**config.mk**
```make
export PLATFORM = sky130hd
export DESIGN_NAME = program_loader_flat
export DESIGN_NICKNAME = d
export VERILOG_FILES = /design/src/rtl/program_loader_pkg.sv /design/src/rtl/program_loader_if.sv /design/src/rtl/program_loader_word_assembler.sv /design/src/rtl/program_loader.sv /design/src/flat_wrapper.sv
export SDC_FILE = /design/constraint.sdc
export NUM_CORES = 1
export LEC_CHECK = 0
export CORE_MARGIN = 2
export CORE_UTILIZATION = 56
export DETAILED_ROUTE_END_ITERATION = 8
export PLACE_DENSITY = 0.81
export SLEW_MARGIN = 15
export SYNTH_ARGS = -nofsm -noshare
export SYNTH_HDL_FRONTEND = slang
export SYNTH_SLANG_ARGS = --single-unit
export TNS_END_PERCENT = 20
```
**constraint.sdc**
```tcl
create_clock -name clock -period 3.7 [get_ports clock]
set_clock_uncertainty 0.15 [all_clocks]
set_input_delay 0.74 -clock clock [delete_from_list [all_inputs] [get_ports clock]]
set_output_delay 0.74 -clock clock [all_outputs]
set_load 0.02 [all_outputs]
```
**src/rtl/program_loader_pkg.sv**
```systemverilog
// rtl/program_loader_pkg.sv - shared state encoding and frame constants for the program loader
package program_loader_pkg;

   typedef enum logic [2:0] {
      IDLE,
      LEN_LO,
      LEN_HI,
      DATA,
      WRITE,
      CHECK,
      DONE,
      ERROR
   } state_t;

   localparam int BYTE_W     = 8;
   localparam int WORD_BYTES = 4;
   localparam int WORD_W     = BYTE_W * WORD_BYTES;
   localparam int LEN_BYTES  = 2;
   localparam int LEN_W      = BYTE_W * LEN_BYTES;

endpackage

```
**src/rtl/program_loader_if.sv**
```systemverilog
// rtl/program_loader_if.sv - byte stream in, instruction cache write port and status out
interface program_loader_if #(
   parameter int COUNT_WIDTH = 16
) ();

   logic                   start;
   logic                   byteValid;
   logic [7:0]             byteData;
   logic                   byteReady;
   logic                   writeEnable;
   logic [31:0]            writeAddress;
   logic [31:0]            writeData;
   logic                   cpuHold;
   logic                   done;
   logic                   error;
   logic [COUNT_WIDTH-1:0] wordsWritten;

   modport master (
      output start, byteValid, byteData,
      input  byteReady, writeEnable, writeAddress, writeData,
      input  cpuHold, done, error, wordsWritten
   );

   modport slave (
      input  start, byteValid, byteData,
      output byteReady, writeEnable, writeAddress, writeData,
      output cpuHold, done, error, wordsWritten
   );

endinterface

```
**src/rtl/program_loader_word_assembler.sv**
```systemverilog
// rtl/program_loader_word_assembler.sv - little-endian byte-to-word packer with running XOR checksum
module word_assembler
   import program_loader_pkg::*;
(
   input  logic              clock,
   input  logic              resetN,
   input  logic              clear,
   input  logic              enable,
   input  logic [BYTE_W-1:0] byte_in,
   output logic [WORD_W-1:0] word_next,
   output logic [BYTE_W-1:0] checksum,
   output logic              word_last
);

   logic [WORD_W-1:0] word;
   logic [1:0]        byte_index;

   // word_next lets the caller latch the finished word on the same edge as its last byte
   always_comb begin
      word_next = word;
      word_next[BYTE_W*byte_index +: BYTE_W] = byte_in;
   end

   assign word_last = (byte_index == 2'(WORD_BYTES - 1));

   always_ff @(posedge clock or negedge resetN) begin
      if (!resetN) begin
         word       <= '0;
         byte_index <= '0;
         checksum   <= '0;
      end else if (clear) begin
         word       <= '0;
         byte_index <= '0;
         checksum   <= '0;
      end else if (enable) begin
         word       <= word_next;
         byte_index <= byte_index + 2'd1;
         checksum   <= checksum ^ byte_in;
      end
   end

endmodule

```
**src/rtl/program_loader.sv**
```systemverilog
// rtl/program_loader.sv - loads a checksummed frame into the instruction cache and holds the CPU meanwhile
module program_loader
   import program_loader_pkg::*;
#(
   parameter logic [31:0] BASE_ADDR   = 32'h0,
   parameter int          DEPTH       = 256,
   parameter int          COUNT_WIDTH = 16
) (
   input logic             clock,
   input logic             resetN,
   program_loader_if.slave bus
);

   localparam logic [COUNT_WIDTH-1:0] DEPTH_W = COUNT_WIDTH'(DEPTH);
   localparam logic [COUNT_WIDTH-1:0] ONE_W   = COUNT_WIDTH'(1);

   state_t                  state;
   logic [BYTE_W-1:0]       len_lo;
   logic [LEN_W-1:0]        len_field;
   logic [COUNT_WIDTH-1:0]  frame_len;
   logic [COUNT_WIDTH-1:0]  word_count;
   logic [COUNT_WIDTH-1:0]  word_index;
   logic [31:0]             word_addr;
   logic                    xfer;
   logic                    start_ok;
   logic                    asm_enable;
   logic [WORD_W-1:0]       word_next;
   logic [BYTE_W-1:0]       checksum;
   logic                    word_last;

   assign xfer       = bus.byteValid && bus.byteReady;
   assign start_ok   = bus.start && (state == IDLE || state == DONE || state == ERROR);
   assign asm_enable = xfer && (state == DATA);
   assign len_field  = {bus.byteData, len_lo};
   assign frame_len  = COUNT_WIDTH'(len_field);
   assign word_addr  = BASE_ADDR + 32'(word_index) * 32'(WORD_BYTES);

   word_assembler u_word_assembler (
      .clock     (clock),
      .resetN    (resetN),
      .clear     (start_ok),
      .enable    (asm_enable),
      .byte_in   (bus.byteData),
      .word_next (word_next),
      .checksum  (checksum),
      .word_last (word_last)
   );

   always_ff @(posedge clock or negedge resetN) begin
      if (!resetN) begin
         state            <= IDLE;
         len_lo           <= '0;
         word_count       <= '0;
         word_index       <= '0;
         bus.byteReady    <= 1'b0;
         bus.writeEnable  <= 1'b0;
         bus.writeAddress <= BASE_ADDR;
         bus.writeData    <= '0;
         bus.cpuHold      <= 1'b1;
         bus.done         <= 1'b0;
         bus.error        <= 1'b0;
         bus.wordsWritten <= '0;
      end else begin
         bus.writeEnable <= 1'b0;
         case (state)
            IDLE, DONE, ERROR: begin
               if (start_ok) begin
                  state            <= LEN_LO;
                  bus.byteReady    <= 1'b1;
                  bus.cpuHold      <= 1'b1;
                  bus.done         <= 1'b0;
                  bus.error        <= 1'b0;
                  bus.wordsWritten <= '0;
               end
            end
            LEN_LO: begin
               if (xfer) begin
                  len_lo <= bus.byteData;
                  state  <= LEN_HI;
               end
            end
            LEN_HI: begin
               if (xfer) begin
                  if (frame_len == '0 || frame_len > DEPTH_W) begin
                     state         <= ERROR;
                     bus.byteReady <= 1'b0;
                     bus.error     <= 1'b1;
                  end else begin
                     word_count <= frame_len;
                     word_index <= '0;
                     state      <= DATA;
                  end
               end
            end
            DATA: begin
               // Register the write-port outputs on the edge that takes the 4th byte
               if (xfer && word_last) begin
                  state            <= WRITE;
                  bus.byteReady    <= 1'b0;
                  bus.writeEnable  <= 1'b1;
                  bus.writeAddress <= word_addr;
                  bus.writeData    <= word_next;
               end
            end
            WRITE: begin
               bus.wordsWritten <= word_index + ONE_W;
               bus.byteReady    <= 1'b1;
               if (word_index + ONE_W == word_count) begin
                  state <= CHECK;
               end else begin
                  word_index <= word_index + ONE_W;
                  state      <= DATA;
               end
            end
            CHECK: begin
               if (xfer) begin
                  bus.byteReady <= 1'b0;
                  if (bus.byteData == checksum) begin
                     state       <= DONE;
                     bus.done    <= 1'b1;
                     bus.cpuHold <= 1'b0;
                  end else begin
                     state     <= ERROR;
                     bus.error <= 1'b1;
                  end
               end
            end
            default: state <= IDLE;
         endcase
      end
   end

endmodule

```
**src/flat_wrapper.sv**
```systemverilog
// flat-port wrapper written by rule: the top's interface ports become plain ports
module program_loader_flat import program_loader_pkg::*;
#(
   parameter logic [31:0] BASE_ADDR   = 32'h0,
   parameter int          DEPTH       = 256,
   parameter int          COUNT_WIDTH = 16
)
  (clock, resetN, bus_start, bus_byteValid, bus_byteData, bus_byteReady, bus_writeEnable, bus_writeAddress, bus_writeData, bus_cpuHold, bus_done, bus_error, bus_wordsWritten);
  program_loader_if #(.COUNT_WIDTH(COUNT_WIDTH)) bus_i ();
  input logic clock;
  input logic resetN;
  input wire logic [$bits(bus_i.start)-1:0] bus_start;
  input wire logic [$bits(bus_i.byteValid)-1:0] bus_byteValid;
  input wire logic [$bits(bus_i.byteData)-1:0] bus_byteData;
  output wire logic [$bits(bus_i.byteReady)-1:0] bus_byteReady;
  output wire logic [$bits(bus_i.writeEnable)-1:0] bus_writeEnable;
  output wire logic [$bits(bus_i.writeAddress)-1:0] bus_writeAddress;
  output wire logic [$bits(bus_i.writeData)-1:0] bus_writeData;
  output wire logic [$bits(bus_i.cpuHold)-1:0] bus_cpuHold;
  output wire logic [$bits(bus_i.done)-1:0] bus_done;
  output wire logic [$bits(bus_i.error)-1:0] bus_error;
  output wire logic [$bits(bus_i.wordsWritten)-1:0] bus_wordsWritten;
  assign bus_i.start = bus_start;
  assign bus_i.byteValid = bus_byteValid;
  assign bus_i.byteData = bus_byteData;
  assign bus_byteReady = bus_i.byteReady;
  assign bus_writeEnable = bus_i.writeEnable;
  assign bus_writeAddress = bus_i.writeAddress;
  assign bus_writeData = bus_i.writeData;
  assign bus_cpuHold = bus_i.cpuHold;
  assign bus_done = bus_i.done;
  assign bus_error = bus_i.error;
  assign bus_wordsWritten = bus_i.wordsWritten;
  program_loader #(.BASE_ADDR(BASE_ADDR), .DEPTH(DEPTH), .COUNT_WIDTH(COUNT_WIDTH)) u_core (.clock(clock), .resetN(resetN), .bus(bus_i));
endmodule
```
======== Yosys cells after proc, flatten, opt, wreduce, memory -nomap -nowiden ========
Cells that the tools add are included.
operators by class
  add/subtract/negate cells ............... 3
  order comparisons ....................... 1
  eq/ne operators ......................... 20
  shift-type cells ........................ 2
  multiplexer cells ....................... 42
  bitwise operators ....................... 2
  reductions and logical operators ........ 25
operator list
  cell                                                            number
  2-to-1 mux 16 bit                                               4
  2-to-1 mux 32 bit                                               2
  case mux 16 bit (2 select lines)                                2
  negation 5 -> 34 bit                                            1
  variable shift 8 x 34 -> 32 bit, first input constant           1
  variable part select 8 x 34 -> 32 bit                           1
  bitwise mux 32 bit                                              1
  2-to-1 mux 3 bit                                                7
  case mux 3 bit (6 select lines)                                 1
  2-to-1 mux 1 bit                                                17
  adder 16 x 1 -> 16 bit, second input constant                   1
  == test 16 bit                                                  1
  greater-than comparator 16 x 9 -> 1 bit, second input constant  1
  logical NOT 16 bit                                              1
  2-to-1 mux 8 bit                                                2
  == test 3 bit, second input constant                            4
  inequality test 2 x 1 -> 1 bit, second input constant           6
  AND reduction 6 bit                                             2
  == test 8 bit                                                   1
  inequality test 2 bit, second input constant                    4
  AND reduction 4 bit                                             2
  nonzero test 2 bit                                              4
  XOR 8 bit                                                       1
  == test 3 x 2 -> 1 bit, second input constant                   2
  other kinds (17)                                                26
storage, ports and cells
  register bits after elaboration ......... 154
  input port bits ......................... 12
  output and inout bits ................... 85
  logic and storage cells ................. 110

======== Depth between registers and ports, before layout ========
  depth after elaboration ................. 6
  mapped depth ............................ 11
  gate-level depth less buffers ........... 8

======== Modules after synthesis ========
Synthesis repeated with hierarchy kept, for this count alone.
unflattened totals
  cells, all modules ...................... 855
  area, all modules ....................... 8119.0 um2
by module, submodules not included
  module          times used  cells each  area each (um2)  sequential area each (um2)
  program_loader  1           615         5679.2           2803.9
  word_assembler  1           240         2439.8           1051.0

======== Worst setup path before layout ========
No wires, ideal clock.
  path type ............................... in2reg
  from .................................... input port bus_byteData[1]
  to ...................................... register u_core.word_index[11]
  setup time .............................. 0.130 ns
  arrival ................................. 2.576 ns
  required time ........................... 3.420 ns
  path slack .............................. 0.844 ns
  stages .................................. 9
  buffers on the path ..................... 2
  path through ............................ or4_1 > nor4_1 > and4_1 > buf_2 > nor2_2 > buf_2 > o2bb2ai_1 > a41oi_1 > o41ai_1
on the way
  word-level cells in the longest chain between the ends .. 4
  elaborated cells on any way between the ends .. 5
  classes of those cells .................. 1 x order compare; 1 x eq/ne; 3 x reduce/logical
RTL lines
  item                                                                                  line                   source
  from (decl)                                                                           flat_wrapper.sv:14     input wire logic [$bits(bus_i.byteData)-1:0] bus_byteData;
  greater-than comparator 16 x 9 -> 1 bit / logical NOT 16 bit (equally long branches)  program_loader.sv:84   if (frame_len == '0 || frame_len > DEPTH_W) begin
  logical OR 1 bit (*)                                                                  program_loader.sv:84
  inequality test 2 bit (no line) (*)                                                   n/a
  AND reduction 4 bit (no line) (*)                                                     n/a
  to (signal assigned)                                                                  program_loader.sv:111  word_index <= word_index + ONE_W;
  to (decl)                                                                             program_loader.sv:22   logic [COUNT_WIDTH-1:0] word_index;
Mark *: on every way between the ends. The rest lies on a longest branch, timed or not.
A chain may end at the register's enable or synchronous reset.

======== Final worst setup path ========
  from .................................... register u_core.word_index[3]
  to ...................................... register u_core.word_index[1]
on the way
  word-level cells in the longest chain between the ends .. 4
RTL lines
  item                             line                   source
  adder 16 x 1 -> 16 bit           program_loader.sv:108  if (word_index + ONE_W == word_count) begin
  == test 16 bit                   program_loader.sv:108
  inequality test 2 bit (no line)  n/a
  AND reduction 4 bit (no line)    n/a
Every way passes these cells.

==> summary.md <==
| Metric | Value |
|---|---|
| Pwr Density | 384 nW/um^2 |
| Final min period | 3.18 ns |
| Routed Antenna Nets | 0 |
| Boundary Pins | 97 |
| Crit. End Element | flip-flop |
| Detailed placement HPWL | 12.6 mm |
| CTS tree | built |
| Layout cells sized above 1 | 0.123 |
| Initial Util | 0.567 |
| Sequential Power Share | 0.464 |
| Seq cells post-synth | 146 |
| Final nets | 852 |
| H-Tree Depth | 4 |
| Final TNS setup | 0 ns |
| Net Sw Frac | 0.216 |
| Ys flop type | dfrtp_1 |
| Post-synthesis compound-gate area fraction | 0.155 |
| Post-synthesis cell area | 7450 sq um |
| Mux share of post-synthesis cell area | 0.0494 |
| RSZ-0062 raised after global routing | no |
| Startpoint types | flip-flop |
| Distinct cells, synth | 61 |
| Mapped Cells | 770 |
| IO buf count | 80 |
| Inst Count DP | 991 |
| Adder-cell area share of the yosys netlist | 0.0101 |
| Via density | 5.89 |
| DR vias | approximately 6000 |
| Core Area | about 13000 sq um |
| Worst setup path category | flip-flop to flip-flop |
| Root Driver | clkbuf_16 |
| Async SR Flop Fraction | 1.00 |
| Clk buf depth | 2 |
| Largest family of logic cells by synthesized area | simple AND/OR/NAND/NOR gates |
| Gr usage total | 0.268 |
| Number of cells on the worst reg-to-reg path | 7 |
| Final Hold Fails | 0 |
| Routability cong. | between 0.9 and 1 |
| Total gr overflow | 0 |
| Setup violators final | 0 |
| Syn. warnings | 0 |
| Global-route wire length before repair | 30.1 mm |
| LEAKAGE | approximately 0.0040 uW |
| Die Y | 119 um |
| WL per Instance | 17.8 um |
| # hold bufs at CTS | 0 |
| Full die area | roughly 14000 sq um |
| Clock share of power | 0.507 |
| DRT Pass-1 Iters | 5 |
| FF-to-FF setup slack | between 0.5 and 0.6 ns |
| Syn avg cell area | roughly 9.7 sq um |
| NetSw | 743 uW |
| DR iter-0 viols | 486 |
| Clk slew on worst S/H paths | 0.06 ns |
| Max-capacitance violation count | 0 |
| Required time worst endpoint | 3.86 ns |
| Row cnt | between 40 and 50 |
| Setup bufs post-CTS | 0 |
| Status | finished clean |
| Finished Layout Cells | 1023 |
| P_int | 2700 uW |
| Slew @ Worst Pin | 1.10 ns |
| Final WL | 18.2 mm |
| Fin crit share | 0.860 |
| Peak supply drop | 0.366 mV |
| Final Max Tran Viols | 0 |
| Slew HR | 0.268 |
| Max FO, Critical Path | 14 |
| Worst r2r dst | u_core.word_index[1] |
| Fmax | 314 MHz |
| Die width | 119 um |
| Largest net degree at the start of global routing | 92 |
| Comb pwr share | 0.029 |
| Simple-gate share of the synthesized area | 0.179 |
| Worst Hold Class | input pin to async pin |
| DRC violations left | 0 |
| Syn-to-layout area delta | 20.5% |
| CP arrival | around 3.3 ns |
| ANT cells | 0 |
| Seq/Total Area, Yosys | 0.491 |
| Worst-Skew Late Latency | 0.42 ns |
| CTS resizes | 0 |
| CTS buffer count | 17 |
| Antenna violations before repair | 0 |
| Vias in the first global route | between 5000 and 6000 |
| CTS sink cnt | 146 |
| Reg-to-Reg Start | u_core.word_index[3] |
| XOR/XNOR share of the synthesized area | 0.0559 |
| EDFF count, synth | 0 |
-- cell usage in the layout, fill, tap and decap left out, types with 23 or more instances in the layout --
cell	count
clkdlybuf4s50_1	79
o21ai_0	67
nand3_1	23
mux2_2	30
a21oi_1	40
nor2b_1	35
dfrtp_1	145
a22oi_1	24
buf_4	28
xnor2_1	25
nor2_1	48
nand2_1	89
-- how the worst max path moves through the flow --
stage	end	cells after the start	slack, ns	from
floorplan	u_core.word_index[11]	9	0.84	bus_byteData[1]
global placement	u_core.word_index[10]	9	0.45	bus_byteData[1]
detailed placement	u_core.word_index[10]	9	0.43	bus_byteData[1]
CTS	u_core.word_index[1]	7	0.59	u_core.word_index[3]
global route	u_core.word_index[14]	9	0.28	u_core.word_index[0]
finish	u_core.word_index[1]	7	0.52	u_core.word_index[3]
-- final cells by class --
cell class              count  area [sq um]
clock inverters            12           156
flip-flops and latches    146          3650
clock buffers              20           447
fillers                   984          4160
inverters                  12          45.0
well taps                 176           220
repair buffers            109          1030
multi-input cells         548          3420
-- power by group through the flow --
stage | registers, uW | clock network, uW | logic [uW]
finish | 1600 | 1750 | 100
global route | 1600 | 1840 | 110
CTS | 1600 | 1760 | 102
detailed placement | 1630 | 0 | 101
global placement | 1630 | 0 | 98.5
floorplan | 1630 | 0 | 49.1
-- synthesized netlist by cell type (all sizes together), types with 2 or more instances --
master | n | area, sq um
nor3b | 3 | 22.5
nor2b | 35 | 219
nand2b | 3 | 18.8
mux2i | 3 | 30.0
clkbuf | 41 | 154
nor4b | 2 | 30.0
o2111ai | 2 | 17.5
o311a | 4 | 40.0
dfrtp | 145 | 3630
a211oi | 2 | 15.0
nand3 | 24 | 133
a21o | 4 | 30.0
a22oi | 24 | 180
a41oi | 2 | 17.5
o211ai | 5 | 42.5
nand4 | 6 | 43.8
a31oi | 6 | 37.5
nor2 | 49 | 186
o21a | 2 | 15.0
or3 | 4 | 25.0
inv | 12 | 45.0
xor2 | 20 | 175
o31ai | 10 | 75.1
o21ai | 69 | 345
nor3 | 14 | 80.1
a21oi | 40 | 200
mux2 | 30 | 338
and2 | 5 | 31.3
xnor2 | 25 | 219
buf | 38 | 243
ha | 6 | 75.1
o31a | 7 | 61.3
o41ai | 2 | 17.5
a211o | 2 | 17.5
nand2 | 90 | 338
nor4 | 4 | 31.3
and3 | 4 | 25.0
or4 | 4 | 30.0
and4 | 10 | 87.6
-- registers in the layout, indices dropped and copies added, names as in the netlist, 2 cells and up --
signal,count
u_core.bus.writeData,32
u_core.u_word_assembler.word,24
u_core.bus.wordsWritten,16
u_core.bus.writeAddress,16
u_core.word_count,16
u_core.word_index,16
u_core.len_lo,8
u_core.u_word_assembler.checksum,8
u_core.state,3
u_core.u_word_assembler.byte_index,2
-- per-stage QoR --
stage          power (uW)  setup slack, ns  area, sq um  hold slack, ns  utilization
4_1_cts              3470            0.592         8970           0.287        0.683
3_5_place_dp         1730            0.429         8370           0.322        0.637
5_1_grt              3550            0.285         8980           0.320        0.683
3_3_place_gp         1730            0.455         8370           0.315        0.637
2_1_floorplan        1680            0.844         7510           0.294            -
6_report             3450            0.519         8980           0.253        0.683
-- routing by layer --
metal / track usage / up-vias / part of all wire
met4: 0.105 / 0 / 0.024
met1: 0.374 / 2964 / 0.43
met5: 0 / - / 0
met2: 0.413 / 247 / 0.48
li1: - / 2787 / -
met3: 0.0551 / 32 / 0.069
-- worst max-delay path, cell delays in order (launching register included) --
cell and delay (ns):
dfrtp_1 0.66, nand2_1 0.33, nor3_1 0.60, xnor3_1 0.25, o311a_1 0.19, and4_1 0.40, nand2_1 0.17, a32o_1 0.30
-- kinds of logic after synthesis --
kind of cell,after synthesis
buffers and inverters,91
xor gates and xnor gates,46
adders and majority gates,6
AOI/OAI and AO/OA,186
DFF,146
muxes,33
and+or+nand+nor,261
other,1
(Power assumes the default switching activity.)
